**src/rtl/riscv_pkg.sv**
```systemverilog
// Shared definitions for the RV32I pipeline sequencing logic: forwarding
// select codes, hazard FSM states and the in-flight stage record layouts.
package riscv_pkg;

   localparam int REG_AW = 5;

   localparam logic [1:0] FWD_REG = 2'b00;
   localparam logic [1:0] FWD_WB  = 2'b01;
   localparam logic [1:0] FWD_MEM = 2'b10;

   typedef enum logic [1:0] {
      RUN,
      LU_STALL,
      MEM_WAIT
   } ctrl_state_e;

   typedef struct packed {
      logic              v;
      logic [REG_AW-1:0] rs1;
      logic [REG_AW-1:0] rs2;
      logic              use1;
      logic              use2;
      logic [REG_AW-1:0] rd;
      logic              rw;
      logic              mr;
      logic              mw;
   } ex_rec_t;

   typedef struct packed {
      logic              v;
      logic [REG_AW-1:0] rd;
      logic              rw;
      logic              mr;
      logic              mw;
   } mem_rec_t;

   typedef struct packed {
      logic              v;
      logic [REG_AW-1:0] rd;
      logic              rw;
   } wb_rec_t;

endpackage

```
**src/rtl/fwd_sel_unit.sv**
```systemverilog
// Operand forwarding select for one EX source register. The MEM-stage
// producer is younger than the WB one, so it wins; loads in MEM have no
// data yet and x0 is hard-wired, so neither is ever forwarded.
module fwd_sel_unit
   import riscv_pkg::*;
(
   input  logic              e_valid,
   input  logic              src_used,
   input  logic [REG_AW-1:0] src_reg,
   input  logic              m_valid,
   input  logic              m_regwrite,
   input  logic              m_memread,
   input  logic [REG_AW-1:0] m_rd,
   input  logic              w_valid,
   input  logic              w_regwrite,
   input  logic [REG_AW-1:0] w_rd,
   output logic [1:0]        sel
);

   // Pick the youngest in-flight producer of the source register
   always_comb begin
      sel = FWD_REG;
      if (e_valid && src_used && (src_reg != '0)) begin
         if (m_valid && m_regwrite && !m_memread && (m_rd == src_reg)) begin
            sel = FWD_MEM;
         end else if (w_valid && w_regwrite && (w_rd == src_reg)) begin
            sel = FWD_WB;
         end
      end
   end

endmodule

```
**src/rtl/hazard_forward_ctrl.sv**
```systemverilog
// Sequencing controller for the 5-stage RV32I pipeline: tracks register
// fields of in-flight instructions, drives EX forwarding selects and
// generates stall/flush controls for load-use, taken branches and slow
// data memory. Also counts front-end stall cycles.
module hazard_forward_ctrl
   import riscv_pkg::*;
#(
   parameter int RA_W  = REG_AW,
   parameter int CNT_W = 32
) (
   input  logic             clk,
   input  logic             rst_n,
   input  logic             valid_d,
   input  logic [RA_W-1:0]  rs1_d,
   input  logic [RA_W-1:0]  rs2_d,
   input  logic             use_rs1_d,
   input  logic             use_rs2_d,
   input  logic [RA_W-1:0]  rd_d,
   input  logic             regwrite_d,
   input  logic             memread_d,
   input  logic             memwrite_d,
   input  logic             branch_taken_e,
   input  logic             mem_ready,
   output logic [1:0]       fwd_a_sel,
   output logic [1:0]       fwd_b_sel,
   output logic             stall_f,
   output logic             stall_d,
   output logic             stall_e,
   output logic             stall_m,
   output logic             flush_d,
   output logic             flush_e,
   output logic [CNT_W-1:0] stall_count
);

   ex_rec_t     e_q;
   mem_rec_t    m_q;
   wb_rec_t     w_q;
   ctrl_state_e state_q, state_d;

   logic memwait;
   logic loaduse;
   logic branch_go;

   // Raw hazard conditions; the branch is masked during reset so every output reads 0
   always_comb begin
      memwait   = m_q.v && (m_q.mr || m_q.mw) && !mem_ready;
      loaduse   = valid_d && e_q.v && e_q.mr && (e_q.rd != '0) &&
                  ((use_rs1_d && (rs1_d == e_q.rd)) || (use_rs2_d && (rs2_d == e_q.rd)));
      branch_go = branch_taken_e && rst_n;
   end

   // Stall/flush controls with priority memwait > branch > load-use
   always_comb begin
      stall_f = 1'b0;
      stall_d = 1'b0;
      stall_e = 1'b0;
      stall_m = 1'b0;
      flush_d = 1'b0;
      flush_e = 1'b0;
      if (memwait) begin
         stall_f = 1'b1;
         stall_d = 1'b1;
         stall_e = 1'b1;
         stall_m = 1'b1;
      end else if (branch_go) begin
         flush_d = 1'b1;
         flush_e = 1'b1;
      end else if (loaduse) begin
         stall_f = 1'b1;
         stall_d = 1'b1;
         flush_e = 1'b1;
      end
   end

   // Hazard FSM next state
   always_comb begin
      state_d = state_q;
      unique case (state_q)
         RUN: begin
            if (memwait) begin
               state_d = MEM_WAIT;
            end else if (loaduse && !branch_go) begin
               state_d = LU_STALL;
            end
         end
         LU_STALL: state_d = RUN;
         MEM_WAIT: begin
            if (!memwait) begin
               state_d = RUN;
            end
         end
         default: state_d = RUN;
      endcase
   end

   // Hazard FSM state register
   always_ff @(posedge clk or negedge rst_n) begin
      if (!rst_n) begin
         state_q <= RUN;
      end else begin
         state_q <= state_d;
      end
   end

   // Stage records: hold E/M and bubble WB on memory wait, otherwise shift D->E->M->W
   always_ff @(posedge clk or negedge rst_n) begin
      if (!rst_n) begin
         e_q <= '0;
         m_q <= '0;
         w_q <= '0;
      end else if (memwait) begin
         w_q.v <= 1'b0;
      end else begin
         w_q.v  <= m_q.v;
         w_q.rd <= m_q.rd;
         w_q.rw <= m_q.rw;
         m_q.v  <= e_q.v;
         m_q.rd <= e_q.rd;
         m_q.rw <= e_q.rw;
         m_q.mr <= e_q.mr;
         m_q.mw <= e_q.mw;
         if (branch_go || loaduse) begin
            e_q.v <= 1'b0;
         end else begin
            e_q.v    <= valid_d;
            e_q.rs1  <= rs1_d;
            e_q.rs2  <= rs2_d;
            e_q.use1 <= use_rs1_d;
            e_q.use2 <= use_rs2_d;
            e_q.rd   <= rd_d;
            e_q.rw   <= regwrite_d;
            e_q.mr   <= memread_d;
            e_q.mw   <= memwrite_d;
         end
      end
   end

   // Performance counter of front-end stall cycles, wraps naturally
   always_ff @(posedge clk or negedge rst_n) begin
      if (!rst_n) begin
         stall_count <= '0;
      end else if (stall_f) begin
         stall_count <= stall_count + CNT_W'(1);
      end
   end

   fwd_sel_unit u_fwd_a (
      .e_valid    (e_q.v),
      .src_used   (e_q.use1),
      .src_reg    (e_q.rs1),
      .m_valid    (m_q.v),
      .m_regwrite (m_q.rw),
      .m_memread  (m_q.mr),
      .m_rd       (m_q.rd),
      .w_valid    (w_q.v),
      .w_regwrite (w_q.rw),
      .w_rd       (w_q.rd),
      .sel        (fwd_a_sel)
   );

   fwd_sel_unit u_fwd_b (
      .e_valid    (e_q.v),
      .src_used   (e_q.use2),
      .src_reg    (e_q.rs2),
      .m_valid    (m_q.v),
      .m_regwrite (m_q.rw),
      .m_memread  (m_q.mr),
      .m_rd       (m_q.rd),
      .w_valid    (w_q.v),
      .w_regwrite (w_q.rw),
      .w_rd       (w_q.rd),
      .sel        (fwd_b_sel)
   );

   // The load-use stall guarantees a load in MEM never feeds an operand in EX
   a_no_load_in_mem_consumer : assert property (@(posedge clk) disable iff (!rst_n)
      !(e_q.v && m_q.v && m_q.mr && (m_q.rd != '0) &&
        ((e_q.use1 && (e_q.rs1 == m_q.rd)) || (e_q.use2 && (e_q.rs2 == m_q.rd)))));

endmodule
```
**config.mk**
```make
export PLATFORM = sky130hd
export DESIGN_NAME = hazard_forward_ctrl
export DESIGN_NICKNAME = d
export VERILOG_FILES = /design/src/rtl/riscv_pkg.sv /design/src/rtl/fwd_sel_unit.sv /design/src/rtl/hazard_forward_ctrl.sv
export SDC_FILE = /design/constraint.sdc
export NUM_CORES = 1
export LEC_CHECK = 0
export CAP_MARGIN = 20
export CORE_MARGIN = 1.5
export CORE_UTILIZATION = 38
export CTS_CLUSTER_SIZE = 8
export DETAILED_ROUTE_END_ITERATION = 10
export PLACE_DENSITY_LB_ADDON = 0.05
export SLEW_MARGIN = 10
export SYNTH_ARGS = -nofsm -noshare
export SYNTH_HDL_FRONTEND = slang
export SYNTH_SLANG_ARGS = --single-unit
```
**constraint.sdc**
```tcl
create_clock -name clk -period 2.7 [get_ports clk]
set_input_delay 0.54 -clock clk [delete_from_list [all_inputs] [get_ports clk]]
set_output_delay 0.54 -clock clk [all_outputs]
set_load 0.05 [all_outputs]
```
; After elaboration in Yosys (flattened, before gate mapping)
; Index checks and enable logic that the tools add are counted.
[word_totals]
in_bits = 25
elab_cells = 72
reg_bits = 69
[classes]
n_mux = 16
eq_ne = 6
addsub = 1
bitwise = 2
n_reduce_logical = 29
[op_table]
columns = op, count
row1 = $add A32 B1 Y32 const B, 1
row2 = $eq A5 B5 Y1, 6
row3 = $logic_and A1 B1 Y1, 20
row4 = $reduce_bool A5 Y1, 3
row5 = $mux W1, 12
row6 = $mux W2, 4
row7 = $logic_or A1 B1 Y1, 3
row8 = $logic_not A1 Y1, 2
row9 = $not A1 Y1, 2
row10 = $reduce_and A2 Y1, 1

; Logic depth before layout (Yosys ltp)
[logic_depth]
ltp_word = 7
ltp_mapped = 8

; Hierarchy
; Synthesis repeated with hierarchy kept, for this count alone.
[hier_totals]
cells_unflattened = 312
area_unflattened_um2 = 3433.3
[modules_own_cells]
columns = mod, area_each_um2, seq_area_each_um2, n_inst, cells_each
row1 = hazard_forward_ctrl, 3113.0, 1726.7, 1, 266
row2 = fwd_sel_unit, 160.2, 0.0, 2, 23

; Least setup slack after synthesis
; Ideal clock, no wire load.
[synth_timing]
path_type = reg-to-output
startpoint = register m_q[6] (netlist bit)
endpoint = output port fwd_a_sel[1]
slack_ns = -0.484
arrival_time_ns = 2.644
path_buffers = 0
path_stages_with_launch = 4
path_cell_list = dfrtp_1 -> xor2_1 -> or4_1 -> nor4_1
[synth_between]
elab_chain_cells = 4
[synth_rtl]
columns = item, line
row1 = start: declaration, hazard_forward_ctrl.sv:36  ; mem_rec_t m_q;
row2 = $eq A5 B5 Y1, fwd_sel_unit.sv:24  ; if (m_valid && m_regwrite && !m_memread && (m_rd == src_reg)) begin
row3 = $logic_and A1 B1 Y1, fwd_sel_unit.sv:24
row4 = $mux W2, fwd_sel_unit.sv:24
row5 = $mux W2, fwd_sel_unit.sv:23  ; if (e_valid && src_used && (src_reg != '0)) begin
row6 = end: declaration, hazard_forward_ctrl.sv:24  ; output logic [1:0] fwd_a_sel,
; Every way passes these cells.

; Final worst setup path
[layout_timing]
startpoint = register e_q[7] (netlist bit)
endpoint = output port stall_f
[layout_between]
elab_chain_cells = 7
word_cells_on_any_way = 11
[layout_rtl]
columns = item, line
row1 = start: declaration, hazard_forward_ctrl.sv:35  ; ex_rec_t e_q;
row2 = $eq A5 B5 Y1, hazard_forward_ctrl.sv:48  ; ((use_rs1_d && (rs1_d == e_q.rd)) || (use_rs2_d && (rs2_d == e_q.rd)));
row3 = $logic_and A1 B1 Y1, hazard_forward_ctrl.sv:48
row4 = $logic_or A1 B1 Y1, hazard_forward_ctrl.sv:48
row5 = $logic_and A1 B1 Y1 *, hazard_forward_ctrl.sv:47  ; loaduse = valid_d && e_q.v && e_q.mr && (e_q.rd != '0) &&
row6 = $mux W1 *, hazard_forward_ctrl.sv:68  ; end else if (loaduse) begin
row7 = $mux W1 *, hazard_forward_ctrl.sv:65  ; end else if (branch_go) begin
row8 = $mux W1 *, hazard_forward_ctrl.sv:60  ; if (memwait) begin
row9 = end: declaration, hazard_forward_ctrl.sv:26  ; output logic stall_f,
; Mark *: on every way between the ends. The rest lies on a longest branch, timed or not.

==> out/qor.csv <==
metric,value,unit
cell type contributing the most total cell area after synthesis,sky130_fd_sc_hd__dfrtp_1,
critical path arrival,2.05,ns
wire length of the first global-routing pass,12700,µm
Max clock buf depth,2,
Multi-input gate area,1640,µm²
max_slew headroom,53.6,%
Die X,97.8,µm
static leakage,1.99,nW
run status,"complete, no violations",
number of antenna repair diodes,0,
maximum number of pins on one net before global-route repair,50,
kind of path behind the tightest hold check,in2async,
crit path time final,2.59,ns
most frequent cell after synthesis,sky130_fd_sc_hd__dfrtp_1,
final hold violations,0,
Layout fillers,836,
gate count of the mapped netlist,309,
largest voltage drop on the vdd net,0.324,mV
async set or reset register ratio after synthesis,100,%
initial antenna violation count,0,
most numerous cell types in the synthesized netlist,"sky130_fd_sc_hd__dfrtp_1, sky130_fd_sc_hd__nand2_1, sky130_fd_sc_hd__xnor2_1",
clock tree from TritonCTS,yes,
"Avg Cell Area, Syn",11.1,µm²
I/O pin count,67,
"critical path, cell by cell",or4_4 -> o2111a_2 -> a31oi_4 -> inv_1 -> buf_4,
Clock Sink Count,69,
setup TNS,0,ns
Max Cap Viol,0,
area share of the largest cell type after synthesis,50.5,%
number of nets produced by synthesis,335,
count of flip-flops with a built-in enable after synthesis,0,
clock root cell,sky130_fd_sc_hd__clkbuf_8,
CP Data Required Time,2.16,ns
register area share after synthesis,50.5,%
maximum net fanout on the critical path,5,
launching point of the worst reg2reg path,e_q[7],
total power,3.18,mW
achievable clock frequency,0.386,GHz
area growth from synthesis to layout,30.5,%
drt pass-1 iters,4,
Total Die Area,9570,µm²
worst reg2reg setup slack,0.34,ns
critical setup path kind,reg2out,
core occupancy in the finished layout,51.1,%
routed wirelength normalized by instance count,15.5,µm
vertical die dimension,97.8,µm
placement row count,34,
register clock-pin slew on the reported worst setup and hold paths,0.07,ns
via count,2443,
Bufs and invs on worst path,2,
"wirelength, routed",7810,µm
crit share post-route,96.0,%
number of hold buffers added after cts,0,
post-layout net count,419,
post-synthesis register bit count,69,
unique cell type count in the Yosys netlist,41,
final count of negative-setup-slack endpoints,0,
setup skew after layout,0.00870,ns
CP endpoint kind,primary output,
area occupied by registers,1730,µm²
worst hold margin,0.203,ns
placeable core area,8720,µm²
fraction of final layout cells sized beyond drive strength 1,18.1,%
via-per-instance ratio,4.84,
Tightest Pin Transition,0.696,ns
antenna-violating nets left,0,
via count of the first global-routing pass,2543,
1st-iter DRT viols,50,
leading cell types by total area after synthesis,"sky130_fd_sc_hd__dfrtp_1, sky130_fd_sc_hd__xnor2_1, sky130_fd_sc_hd__xor2_1",
count of input and output buffers,66,
Detail Placement HPWL,5780,µm
leading register cell type out of synthesis,sky130_fd_sc_hd__dfrtp_1,
remaining routing DRC violations,0,
post-synthesis instance area,3420,µm²
CTS buffer count,9,
aggregate global routing overflow,0,
insertion delay to the later sink of the worst-skew pair,0.34,ns
Reg-to-Reg End,e_q[14],
H-tree level count,3,
total power divided by cell area,713,nW/µm²
starting density of the core,39.2,%
highest-delay cell along the critical path,sky130_fd_sc_hd__or4_4,
cell family with most CP delay,compound AO/OA/AOI/OAI gates,
Final GP Congestion,0.740,
number of warning messages in the yosys log,0,
"Slew Viols, Final",0,
delay contributed by the slowest stage of the critical path,0.47,ns
R2R cell count,6,
kind of start point of the critical path,flip-flop,
overall fraction of global-route tracks in use,17.1,%
-- metal layers --
metal	GRT usage, %	vias up	wire length, µm
li1	-	1202	-
met1	21.2	1185	3550
met2	28.0	47	3800
met3	5.65	9	326
met4	5.93	0	132
met5	0	-	0
-- layout by cell type, fill, tap and decap left out, types with 4 or more instances in the layout --
| master | count |
|---|---|
| sky130_fd_sc_hd__dfrtp_1 | 69 |
| sky130_fd_sc_hd__nand3_1 | 7 |
| sky130_fd_sc_hd__nor2_1 | 20 |
| sky130_fd_sc_hd__nand4_1 | 7 |
| sky130_fd_sc_hd__clkdlybuf4s50_1 | 55 |
| sky130_fd_sc_hd__mux2_4 | 9 |
| sky130_fd_sc_hd__nand2_1 | 61 |
| sky130_fd_sc_hd__mux2_2 | 11 |
| sky130_fd_sc_hd__clkbuf_8 | 10 |
| sky130_fd_sc_hd__and3_1 | 5 |
| sky130_fd_sc_hd__inv_1 | 4 |
| sky130_fd_sc_hd__xor2_1 | 29 |
| sky130_fd_sc_hd__buf_4 | 22 |
| sky130_fd_sc_hd__nor3_1 | 6 |
| sky130_fd_sc_hd__nand2b_1 | 5 |
| sky130_fd_sc_hd__xnor2_1 | 31 |
-- per-stage QoR --
step	cells	worst slack (ns)	cell area [µm²]
2_1_floorplan	309	-0.00988	3430
3_3_place_gp	489	0.0117	4270
3_5_place_dp	489	0.0189	4270
4_1_cts	504	0.00487	4430
5_1_grt	505	-0.0164	4460
6_report	505	0.109	4460
-- cells by family (layout without fill, tap and decap cells) --
kind of cell | Yosys count | after routing | synth area share, %
DFF | 69 | 69 | 50.5
xor gates and xnor gates | 61 | 61 | 15.6
buffers and inverters | 13 | 101 | 2.63
AOI/OAI and AO/OA | 13 | 13 | 4.50
muxes | 21 | 21 | 7.91
and+or+nand+nor | 131 | 131 | 18.4
adders and majority gates | 1 | 1 | 0.366
-- flip-flops by register name, indices dropped and copies added (netlist names) --
register,count
e_q,21
stall_count,32
w_q,7
m_q,9
-- worst max path at each step --
stage | startpoint | to | slack (ns) | cells after the start
final | e_q[7] | stall_f | 0.11 | 5
after global routing | rs1_d[4] | flush_e | -0.02 | 7
after CTS | m_q[1] | fwd_a_sel[1] | 0.005 | 4
after detailed placement | rs1_d[4] | e_q[18] | 0.02 | 8
after global placement | rs2_d[3] | flush_e | 0.01 | 7
after floorplan | mem_ready | flush_d | -0.01 | 5
-- timing repair --
item,4_1_cts,5_1_grt
hold endpoints to repair,0,0
resized for setup,0,4
buffers inserted,0,1
endpoints found under the setup margin,0,2
-- worst register-to-register path: stages, from the launching register on --
cell                       delay (ns)
sky130_fd_sc_hd__dfrtp_1         0.45
sky130_fd_sc_hd__or4_4           0.48
sky130_fd_sc_hd__o2111a_2        0.33
sky130_fd_sc_hd__nand2_2         0.10
sky130_fd_sc_hd__buf_4           0.10
sky130_fd_sc_hd__and3_4          0.40
sky130_fd_sc_hd__mux2_2          0.39
-- where the power goes --
part	switching [mW]	total, mW	internal [mW]
Clock	0.375	0.727	0.352
Combinational	0.537	0.999	0.462
Sequential	0.228	1.45	1.22
-- cell type report --
cell class,instances,area share (%)
Multi-Input combinational cell,227,36.8
Clock buffer,13,3.34
Inverter,5,0.421
Tap cell,108,3.03
Clock inverter,2,0.224
Sequential cell,69,38.7
Timing Repair Buffer,81,17.5
Note: power is estimated with default switching activity, not from simulation.
